File: config.mk
export PLATFORM = sky130hd
export DESIGN_NAME = inst_fetch
export DESIGN_NICKNAME = d
export VERILOG_FILES = /design/src/rtl/inst_fetch.sv
export SDC_FILE = /design/constraint.sdc
export NUM_CORES = 1
export LEC_CHECK = 0
export CORE_MARGIN = 2
export CORE_UTILIZATION = 43
export DETAILED_ROUTE_END_ITERATION = 6
export PLACE_DENSITY = 0.9
export SLEW_MARGIN = 20
export SYNTH_ARGS = -nofsm -noshare
export SYNTH_HDL_FRONTEND = slang
export SYNTH_SLANG_ARGS = --single-unit
File: constraint.sdc
create_clock -name clk -period 4.2 [get_ports clk]
set_input_delay 0.84 -clock clk [delete_from_list [all_inputs] [get_ports clk]]
set_output_delay 0.84 -clock clk [all_outputs]
set_load 0.05 [all_outputs]
File: src/rtl/inst_fetch.sv
// rtl/inst_fetch.sv - multi-cycle instruction fetch stage with PC and next-PC logic
//
// Purpose: holds the PC, fetches from a variable-latency instruction memory
// over a req/ack handshake, latches the instruction register and computes
// the next PC from the decoder's PCSrc select.
//
// Ports:
//   clk, reset        clock and synchronous active-high reset
//   imem_req/addr     fetch request and address (address is pc)
//   imem_ack/rdata    memory accept and instruction word (same cycle)
//   PCSrc             next-PC select: 0 seq, 1 branch, 2 jump, 3 jr
//   branch_taken      branch condition result
//   rs_data           jr target register value
//   exec_ready        datapath has finished the current instruction
//   inst, OpCode, Funct, inst_valid, pc, pc_plus4   decode-side outputs
//   retired           count of completed instructions
//
// Optional: DELAY_SLOT_EN enables a MIPS branch delay slot.

module inst_fetch #(
    parameter logic [31:0] RESET_PC = 32'h0000_0000
) (
    input  logic        clk,
    input  logic        reset,
    output logic        imem_req,
    output logic [31:0] imem_addr,
    input  logic        imem_ack,
    input  logic [31:0] imem_rdata,
    input  logic [1:0]  PCSrc,
    input  logic        branch_taken,
    input  logic [31:0] rs_data,
    input  logic        exec_ready,
    output logic [31:0] inst,
    output logic [5:0]  OpCode,
    output logic [5:0]  Funct,
    output logic        inst_valid,
    output logic [31:0] pc,
    output logic [31:0] pc_plus4,
    output logic [31:0] retired
);

    typedef enum logic [1:0] {IDLE, REQ, EXEC} stateT;

    stateT       state;
    stateT       stateNext;
    logic [31:0] nextPc;
    logic [31:0] branchOff;
    logic        fetchDone;
    logic        retireNow;

`ifdef DELAY_SLOT_EN
    logic [31:0] pendingTarget;
    logic        pendingValid;
    logic        redirect;
`endif

    assign imem_addr = pc;
    assign OpCode    = inst[31:26];
    assign Funct     = inst[5:0];
    assign pc_plus4  = pc + 32'd4;
    assign branchOff = {{14{inst[15]}}, inst[15:0], 2'b00};

    always_comb begin
        nextPc = pc_plus4;
        case (PCSrc)
            2'd0: nextPc = pc_plus4;
            2'd1: nextPc = branch_taken ? (pc_plus4 + branchOff) : pc_plus4;
            2'd2: nextPc = {pc_plus4[31:28], inst[25:0], 2'b00};
            2'd3: nextPc = rs_data & ~32'h3;
            default: nextPc = pc_plus4;
        endcase
    end

`ifdef DELAY_SLOT_EN
    // Only a change of flow needs deferring; a not-taken branch is sequential.
    assign redirect = (PCSrc != 2'd0) && (nextPc != pc_plus4);
`endif

    always_ff @(posedge clk) begin
        if (reset) begin
            state <= IDLE;
        end else begin
            state <= stateNext;
        end
    end

    always_comb begin
        stateNext  = state;
        imem_req   = 1'b0;
        inst_valid = 1'b0;
        fetchDone  = 1'b0;
        retireNow  = 1'b0;
        case (state)
            IDLE: stateNext = REQ;
            REQ: begin
                imem_req = 1'b1;
                if (imem_ack) begin
                    fetchDone = 1'b1;
                    stateNext = EXEC;
                end
            end
            EXEC: begin
                inst_valid = 1'b1;
                if (exec_ready) begin
                    retireNow = 1'b1;
                    stateNext = REQ;
                end
            end
            default: stateNext = IDLE;
        endcase
    end

    always_ff @(posedge clk) begin
        if (reset) begin
            pc      <= RESET_PC;
            inst    <= 32'h0;
            retired <= 32'h0;
`ifdef DELAY_SLOT_EN
            pendingValid  <= 1'b0;
            pendingTarget <= 32'h0;
`endif
        end else begin
            if (fetchDone) begin
                inst <= imem_rdata;
            end
            if (retireNow) begin
                retired <= retired + 32'd1;
`ifdef DELAY_SLOT_EN
                // The delay slot's own redirect is dropped: the pending target wins.
                if (pendingValid) begin
                    pc           <= pendingTarget;
                    pendingValid <= 1'b0;
                end else if (redirect) begin
                    pendingTarget <= nextPc;
                    pendingValid  <= 1'b1;
                    pc            <= pc_plus4;
                end else begin
                    pc <= nextPc;
                end
`else
                pc <= nextPc;
`endif
            end
        end
    end

endmodule

==> flow_metrics.env, run 1 <==
export IMPL_nNetsFinal=1309
export IMPL_placementRows=48
export IMPL_antenna_found_initial=0
export IMPL_htree_levels=3
export IMPL_synth_top_family_by_area="simple AND/OR/NAND/NOR gates"
export IMPL_whs_ns=0.4801
export IMPL_crit_slowest_cell="or4_4"
export IMPL_dpl_cell_area_mm2=0.01015
export IMPL_crit_family="simple AND/OR/NAND/NOR gates"
export IMPL_crit_type="reg -> reg"
export IMPL_wl_per_cell_um=19.80
export IMPL_worstSetupStartpointType="flop"
export IMPL_skew_ns=0.01009
export IMPL_n_antenna_cell=0
export IMPL_numCtsBuffers=9
export IMPL_ys_seq_area_share_pct=25.64
export IMPL_cts_path_max_buffers=2
export IMPL_cap_violations=0
export IMPL_max_stage_delay_ns=0.63
export IMPL_drive_above_1_share_pct=10.54
export IMPL_die_y_um=136.0
export IMPL_dr_pass1_iters=7
export IMPL_violations="design-rule violations"
export IMPL_end_kind="flop"
export IMPL_yosys_cell_count_top_type="nand2_1"
export IMPL_vdd_drop_max_v=0.0001883
export IMPL_ys_types=80
export IMPL_worstPathCellList="nand4_4, or4_4, nor3_4, and3_4, xor2_4, ha_4, nand4_1, o31a_1, o21ai_1, and4b_1, or4_1, and2_1, o32a_1"
export IMPL_outcome="complete, but fails checks"
export IMPL_area_growth_pct=40.31
export IMPL_final_max_slew_viol_count=0
export IMPL_power_density_mw_per_mm2=228.5
export IMPL_maxSlewHeadroom_pct=28.28
export IMPL_setup_ws_ns=0.1575
export IMPL_syn_cell_area_mm2=0.007496
export IMPL_postSynthAreaPerCell_um2=7.429
export IMPL_clock_latency_ns=0.36
export IMPL_async_flop_share_pct=0
export IMPL_synth_compound_area_share_pct=23.99
export IMPL_root_buffer="clkbuf_16"
export IMPL_grtUsageTotal_pct=30.06
export IMPL_synth_warnings=0
export IMPL_nFillCells=1555
export IMPL_p_leak_nw=4.055
export IMPL_seq_area_mm2=0.001983
export IMPL_synthTopCellsByCount="nand2_1, dfxtp_1, nor2_1, a21oi_1, o21ai_0"
export IMPL_tightest_slew_ns=1.074
export IMPL_synthXorXnorAreaFrac_pct=7.812
export IMPL_period_share_pct=96.25
export IMPL_ys_dominant_reg_cell="dfxtp_1"
export IMPL_core_mm2=0.01718
export IMPL_dr_first_iter_drc_count=832
export IMPL_gr_total_overflow=0
export IMPL_finalPower_mw=2.404
export IMPL_drcViolationCount=2
export IMPL_grt_max_degree=56
export IMPL_die_w_um=136.0
export IMPL_place_ws_ns=0.1320
export IMPL_fin_area_mm2=0.01052
export IMPL_grt_pass1_wl_mm=43.49
export IMPL_cts_tree="done"
export IMPL_multi_input_area_mm2=0.005243
export IMPL_start_util_pct=43.64
export IMPL_fmax_mhz=247.4
export IMPL_synth_top_area_share_pct=25.64
export IMPL_fin_util_pct=61.23
export IMPL_yosys_area_share_simple_pct=25.81
export IMPL_num_vias=8526
export IMPL_place_gp_congestion=0.9511
export IMPL_cp_max_fo=9
export IMPL_min_period_ns=4.042
export IMPL_portBuffers=236
export IMPL_synth_edf_count=0
export IMPL_min_path_type="reg -> reg"
export IMPL_synth_mux_area_share_pct=1.786
export IMPL_synth_top_cells_by_area="dfxtp_1, nand2_1, ha_1, a21oi_1, buf_4"
export IMPL_final_hold_viol_count=0
export IMPL_first_global_vias=7893
export IMPL_ys_seq_elements=96
export IMPL_hpwl_mm=21.13
export IMPL_drtAntennaViolNets=0
export IMPL_syn_inst=1009
export IMPL_die_area_mm2=0.01850
export IMPL_cp_required_ns=4.45
export IMPL_setup_viol_count_final=0
export IMPL_top_level_ports=245
export IMPL_path_buf_inv=0
export IMPL_viasPerCell=5.962
export IMPL_wl_mm=28.32
export IMPL_yosysTopAreaCell="dfxtp_1"
export IMPL_clock_sinks=96
export IMPL_synth_adder_area_share_pct=6.443
export IMPL_clk_pin_slew_ns=0.08
export IMPL_arrival_ns=4.29
-- repair_timing --
action | CTS | global route
buffers inserted | 0 | 4
resized for setup | 0 | 5
endpoints found under the setup margin | 0 | 3
hold buffers | 0 | 0
-- path summary, 6_finish.rpt --
kind | start | endpoint | slack [ns] | depth (start not counted)
min reg2reg | inst[23] | inst[23] | 0.48 | 2
max reg2reg | imem_addr[8] | imem_addr[31] | 0.16 | 13
max | imem_addr[8] | imem_addr[31] | 0.16 | 13
min | inst[23] | inst[23] | 0.48 | 2
-- final cells by class --
cell class | instances | share of cell area (%)
flip-flops and latches | 96 | 18.86
clock inverters | 7 | 0.8684
well taps | 225 | 2.677
multi-input cells | 800 | 49.85
clock buffers | 9 | 2.141
inverters | 23 | 0.8208
repair buffers | 270 | 24.79
-- sequential cells by signal, summed over array words and instances (netlist names) --
signal / count
imem_addr: 30
state: 2
inst: 32
retired: 32
-- layout by cell type, fill, tap and decap left out, types with 8 or more instances in the layout --
master,count
or3_1,8
o21ai_0,68
ha_1,33
a21oi_1,81
clkdlybuf4s50_1,234
o21a_1,18
xnor2_1,16
and3_1,10
xnor2_2,9
nand3_1,30
and4_1,13
nand2_1,144
a211oi_1,11
dfxtp_1,71
a21o_1,15
xor2_1,34
nor2_1,85
dfxtp_4,12
buf_4,34
and2_1,8
dfxtp_2,13
a31oi_1,14
inv_1,22
mux2i_1,10
nor3_1,23
clkbuf_16,9
nand4_1,21
-- per-layer routing --
metal	GRT usage [%]	vias to the layer above	wire, µm
met5	0	-	0
met4	10.13	0	828
met3	6.413	57	2763
met2	48.72	476	13280
met1	39.65	4005	11450
li1	-	3988	-
-- stage by stage --
| step | instances | setup TNS (ns) |
|---|---|---|
| floorplan | 1014 | 0 |
| global placement | 1410 | 0 |
| detailed placement | 1410 | 0 |
| CTS | 1426 | 0 |
| global route | 1430 | -0.01800 |
| finish | 1430 | 0 |
-- logic make-up after synthesis --
family                     Yosys count
AOI/OAI and AO/OA                  283
xor gates and xnor gates            66
adders and majority gates           38
buffers and inverters              118
DFF                                 96
muxes                               12
other                                1
and+or+nand+nor                    395
-- report_power, final --
part	switching, mW	internal (mW)	total, mW
clock network	0.444	0.432	0.877
registers	0.0371	0.926	0.963
logic	0.356	0.208	0.564
total	0.838	1.57	2.40
-- worst register-to-register path: stages (launching register included) --
cell	delay, ns
dfxtp_4	0.42
nand4_4	0.16
or4_4	0.63
nor3_4	0.29
and3_4	0.25
xor2_4	0.23
ha_4	0.17
nand4_1	0.12
o31a_1	0.29
o21ai_1	0.13
and4b_1	0.24
or4_1	0.55
and2_1	0.18
o32a_1	0.27
Note: power is estimated with default switching activity, not from simulation.
==> run 2, diff against run 1 <==
Settings changed: SETUP_SLACK_MARGIN set to 0.2.
==> flow_metrics.env, run 2 (same netlist as run 1, synthesis figures left out) <==
export IMPL_instances_no_fill=1416
export IMPL_hpwl_mm=21.04
export IMPL_drive_above_1_share_pct=10.24
export IMPL_clock_sinks=96
export IMPL_maxSlewHeadroom_pct=23.39
export IMPL_tns_ns=0
export IMPL_place_gp_congestion=0.9956
export IMPL_cts_path_max_buffers=2
export IMPL_viasPerCell=6.041
export IMPL_reg2reg_slack_ns=0.27
export IMPL_grtUsageTotal_pct=30.19
export IMPL_crit_slowest_cell="or4_4"
export IMPL_htree_levels=3
export IMPL_wl_mm=28.55
export IMPL_first_global_vias=8075
export IMPL_layout_commonest_cell="clkdlybuf4s50_1"
export IMPL_hold_depth=2
export IMPL_numCtsBuffers=9
export IMPL_r2r_end="imem_addr[31]"
export IMPL_drtAntennaViolNets=0
export IMPL_period_share_pct=93.65
export IMPL_dr_first_iter_drc_count=733
export IMPL_crit_type="reg -> reg"
export IMPL_min_delay_worst_endpoint="inst[22]"
export IMPL_p_leak_nw=4.067
export IMPL_place_ws_ns=0.1847
export IMPL_placed_cells=1399
export IMPL_cp_max_fo=7
export IMPL_final_hold_viol_count=0
export IMPL_nFillCells=1487
export IMPL_min_period_ns=3.933
export IMPL_end_kind="flop"
export IMPL_setup_ws_ns=0.2667
export IMPL_nNetsFinal=1295
export IMPL_dr_pass1_iters=5
export IMPL_setup_viol_count_final=0
export IMPL_rsz0062_at_grt="true"
export IMPL_area_growth_pct=40.18
export IMPL_skew_ns=0.01060
export IMPL_power_density_mw_per_mm2=230.5
export IMPL_path_depth=14
export IMPL_worstSetupStartpointType="flop"
export IMPL_outcome="finished, final reports clean"
export IMPL_cp_required_ns=4.46
export IMPL_grt_max_degree=40
export IMPL_n_antenna_cell=0
export IMPL_min_from="inst[22]"
export IMPL_cap_violations=0
export IMPL_clk_pin_slew_ns=0.08
export IMPL_top_level_ports=245
export IMPL_gr_total_overflow=0
export IMPL_final_max_slew_viol_count=0
export IMPL_antenna_found_initial=0
export IMPL_worstPathCellList="ha_4, nand2_2, or4_4, nor3_4, and3_4, xor2_4, ha_4, nand4_1, o31a_1, o21ai_1, and4b_1, or4_4, and2_1, o32a_1"
export IMPL_final_cell_mix="clkdlybuf4s50_1, nand2_1, nor2_1"
export IMPL_cts_tree="done"
export IMPL_wl_per_cell_um=20.16
export IMPL_drcViolationCount=0
export IMPL_core_mm2=0.01718
export IMPL_fin_area_mm2=0.01051
export IMPL_die_w_um=136.0
export IMPL_portBuffers=236
export IMPL_arrival_ns=4.20
export IMPL_clock_latency_ns=0.37
export IMPL_cts_hold_repair_buffers=0
export IMPL_path_buf_inv=0
export IMPL_die_y_um=136.0
export IMPL_dpl_cell_area_mm2=0.01015
export IMPL_min_path_type="reg -> reg"
export IMPL_r2r_cells=14
export IMPL_max_stage_delay_ns=0.59
export IMPL_vdd_drop_max_v=0.0002202
export IMPL_placementRows=48
export IMPL_tightest_slew_ns=1.148
export IMPL_die_area_mm2=0.01850
export IMPL_r2r_start="imem_addr[3]"
export IMPL_start_util_pct=43.64
export IMPL_fmax_mhz=254.2
export IMPL_crit_family="simple AND/OR/NAND/NOR gates"
export IMPL_num_vias=8554
export IMPL_grt_pass1_wl_mm=43.79
export IMPL_root_buffer="clkbuf_16"
-- run 2: per-stage QoR --
step                hold slack, ns  power [mW]  utilization, %
floorplan                   0.5290       1.335               -
global placement            0.4571       1.524           59.08
detailed placement          0.4685       1.533           59.08
CTS                         0.4821       2.418           60.94
global route                0.5112       2.501           61.17
finish                      0.4857       2.422           61.17
-- run 2: cell type report --
type	instances	area, µm²	share of cell area, %
clock inverters	7	91.34	0.8693
inverters	23	86.33	0.8216
well taps	225	281.5	2.679
clock buffers	9	225.2	2.143
repair buffers	256	2501	23.80
flip-flops and latches	96	1996	18.99
multi-input cells	800	5326	50.69
-- run 2: where the power goes --
group	internal (mW)	total (mW)	switching, mW
clock network	0.436	0.898	0.462
logic	0.206	0.561	0.355
registers	0.923	0.964	0.0403
-- run 2: how the worst max path moves through the flow --
stage	endpoint	startpoint	slack [ns]
after floorplan	imem_addr[31]	imem_addr[2]	0.20
after global placement	imem_addr[31]	imem_addr[3]	0.24
after detailed placement	imem_addr[31]	imem_addr[3]	0.18
after CTS	imem_addr[31]	imem_addr[3]	0.24
after global routing	imem_addr[31]	imem_addr[3]	0.13
final	imem_addr[31]	imem_addr[3]	0.27
-- run 2: per-layer routing --
metal	track usage [%]	wire length [µm]	up-vias
li1	-	-	3956
met1	39.26	11690	4045
met2	48.13	13110	485
met3	7.681	2889	68
met4	11.28	857	0
met5	0	0	-
-- run 2: what timing repair did --
item                                    CTS  global route
endpoints found under the hold margin     0             0
gates cloned                              0             0
setup buffers                             0             1
resized for setup                         5             5
pin swaps                                 1             2
endpoints found under the setup margin    4             3
-- run 2: worst reg2reg max path: cells and delay by family, from the launching register on --
kind	cells	cell delay [ns]
adder cells (fa/ha/maj)	2	0.38
AO/OA/AOI/OAI	3	0.66
flip-flops	1	0.40
AND/OR/NAND/NOR	8	2.16
XOR/XNOR	1	0.24
==> run 3, diff against run 2 <==
Settings changed: CAP_MARGIN set to 20, GPL_TIMING_DRIVEN set to 0.
==> flow_metrics.env, run 3 (same netlist as run 1, synthesis figures left out) <==
export IMPL_cts_tree="done"
export IMPL_setup_ws_ns=0.2871
export IMPL_n_antenna_cell=0
export IMPL_final_hold_viol_count=0
export IMPL_layout_commonest_cell="clkdlybuf4s50_1"
export IMPL_root_buffer="clkbuf_16"
export IMPL_first_global_vias=8650
export IMPL_crit_slowest_cell="or4_4"
export IMPL_portBuffers=235
export IMPL_placementRows=48
export IMPL_cpMostUsedCell="or4_4"
export IMPL_period_share_pct=93.16
export IMPL_clock_sinks=96
export IMPL_drive_above_1_share_pct=13.75
export IMPL_max_stage_delay_ns=0.60
export IMPL_worstPathCellList="nand3_4, buf_4, or4_4, xnor2_2, ha_1, and3_1, and4_1, nand3_1, and4b_1, or4_4, and2_1, o32a_1"
export IMPL_crit_family="simple AND/OR/NAND/NOR gates"
export IMPL_wl_per_cell_um=20.99
export IMPL_min_path_type="reg -> reg"
export IMPL_drtAntennaViolNets=0
export IMPL_path_buf_inv=1
export IMPL_viasPerCell=6.049
export IMPL_grt_use_met3_pct=8.277
export IMPL_core_mm2=0.01718
export IMPL_use_met2_pct=54.47
export IMPL_cts_hold_repair_buffers=0
export IMPL_cap_violations=0
export IMPL_dr_pass1_iters=7
export IMPL_p_leak_nw=4.409
export IMPL_skew_ns=0.01281
export IMPL_cp_required_ns=4.45
export IMPL_end_kind="flop"
export IMPL_top_level_ports=245
export IMPL_area_growth_pct=47.77
export IMPL_met1_usage_pct=41.57
export IMPL_arrival_ns=4.16
export IMPL_rsz0062_at_grt="true"
export IMPL_hpwl_mm=24.00
export IMPL_place_ws_ns=-0.002171
export IMPL_setup_viol_count_final=0
export IMPL_maxSlewHeadroom_pct=16.18
export IMPL_whs_ns=0.4808
export IMPL_place_gp_congestion=1.028
export IMPL_numCtsBuffers=9
export IMPL_gr_total_overflow=0
export IMPL_nNetsFinal=1384
export IMPL_instances_no_fill=1505
export IMPL_antenna_found_initial=0
export IMPL_fmax_mhz=255.6
export IMPL_die_y_um=136.0
export IMPL_wl_mm=31.60
export IMPL_power_density_mw_per_mm2=218.3
export IMPL_placed_cells=1475
export IMPL_cp_max_fo=9
export IMPL_dr_first_iter_drc_count=933
export IMPL_outcome="complete, but fails checks"
export IMPL_top_usage_layer="met2"
export IMPL_min_period_ns=3.913
export IMPL_vdd_drop_max_v=0.0001934
export IMPL_violations="design-rule violations"
export IMPL_clk_pin_slew_ns=0.08
export IMPL_final_max_slew_viol_count=0
export IMPL_crit_type="reg -> reg"
export IMPL_die_w_um=136.0
export IMPL_worstSetupStartpointType="flop"
export IMPL_drcViolationCount=1
export IMPL_htree_levels=3
export IMPL_grt_max_degree=24
export IMPL_clock_latency_ns=0.37
export IMPL_num_vias=9103
export IMPL_grt_pass1_wl_mm=47.25
export IMPL_die_area_mm2=0.01850
export IMPL_start_util_pct=43.64
export IMPL_tightest_slew_ns=1.256
export IMPL_final_cell_mix="clkdlybuf4s50_1, nand2_1, nor2_1"
export IMPL_cts_path_max_buffers=2
export IMPL_grtUsageTotal_pct=33.28
-- run 3: changes by cell type in the layout (fill, tap and decap cells not counted), sizes merged --
cell           previous run  this run
buf                      21        77
clkbuf                   10        42
clkdlybuf4s50           230       232
clkinv                    3         4
dlygate4sd2               3         2
inv                      27        26
-- run 3: worst paths after layout --
path	start	to	slack (ns)	cells after the start
max	imem_addr[4]	imem_addr[31]	0.29	12
min	inst[29]	inst[29]	0.48	2
max reg2reg	imem_addr[4]	imem_addr[31]	0.29	12
min reg2reg	inst[29]	inst[29]	0.48	2
-- run 3: where the power goes --
group          switching, mW  internal [mW]
sequential            0.0409          0.923
combinational          0.377          0.226
clock                  0.429          0.422
total                  0.846           1.57
-- run 3: worst reg2reg max path, delay by kind of cell (launching register included) --
family,cells,cell delay (ns)
AOI/OAI and AO/OA,1,0.28
xor gates and xnor gates,1,0.19
adders and majority gates,1,0.41
buffers and inverters,1,0.18
DFF,1,0.42
and+or+nand+nor,8,2.31
-- run 3: per-layer routing --
metal / routed length [µm] / share of wire (%) / vias to the layer above
met5: 0 / 0 / -
met4: 1162 / 3.7 / 0
met3: 3353 / 11 / 99
met2: 14650 / 46 / 552
met1: 12430 / 39 / 4300
li1: - / - / 4152
-- run 3: per-stage QoR --
step	TNS (ns)	power, mW	instance area [µm²]	utilization [%]
after floorplan	0	1.335	7941	-
after global placement	0	1.563	10580	61.57
after detailed placement	-0.002171	1.572	10590	61.64
after CTS	0	2.407	10950	63.75
after global routing	0	2.482	11080	64.49
final	0	2.418	11080	64.49
-- run 3: repair_timing --
action	CTS	global route
buffers inserted	5	9
endpoints found under the hold margin	0	0
resized for setup	7	8
pin swaps	2	12
setup endpoints to repair	7	7
-- run 3: cell type report --
type / instances / area [µm²]
fill: 1484 / 6100
clock inverter: 7 / 72.57
multi-input combinational: 800 / 5364
inverter: 23 / 86.33
timing repair buffer: 250 / 2477
clock buffer: 9 / 225.2
buffer: 95 / 574.3
tap: 225 / 281.5
sequential: 96 / 1996
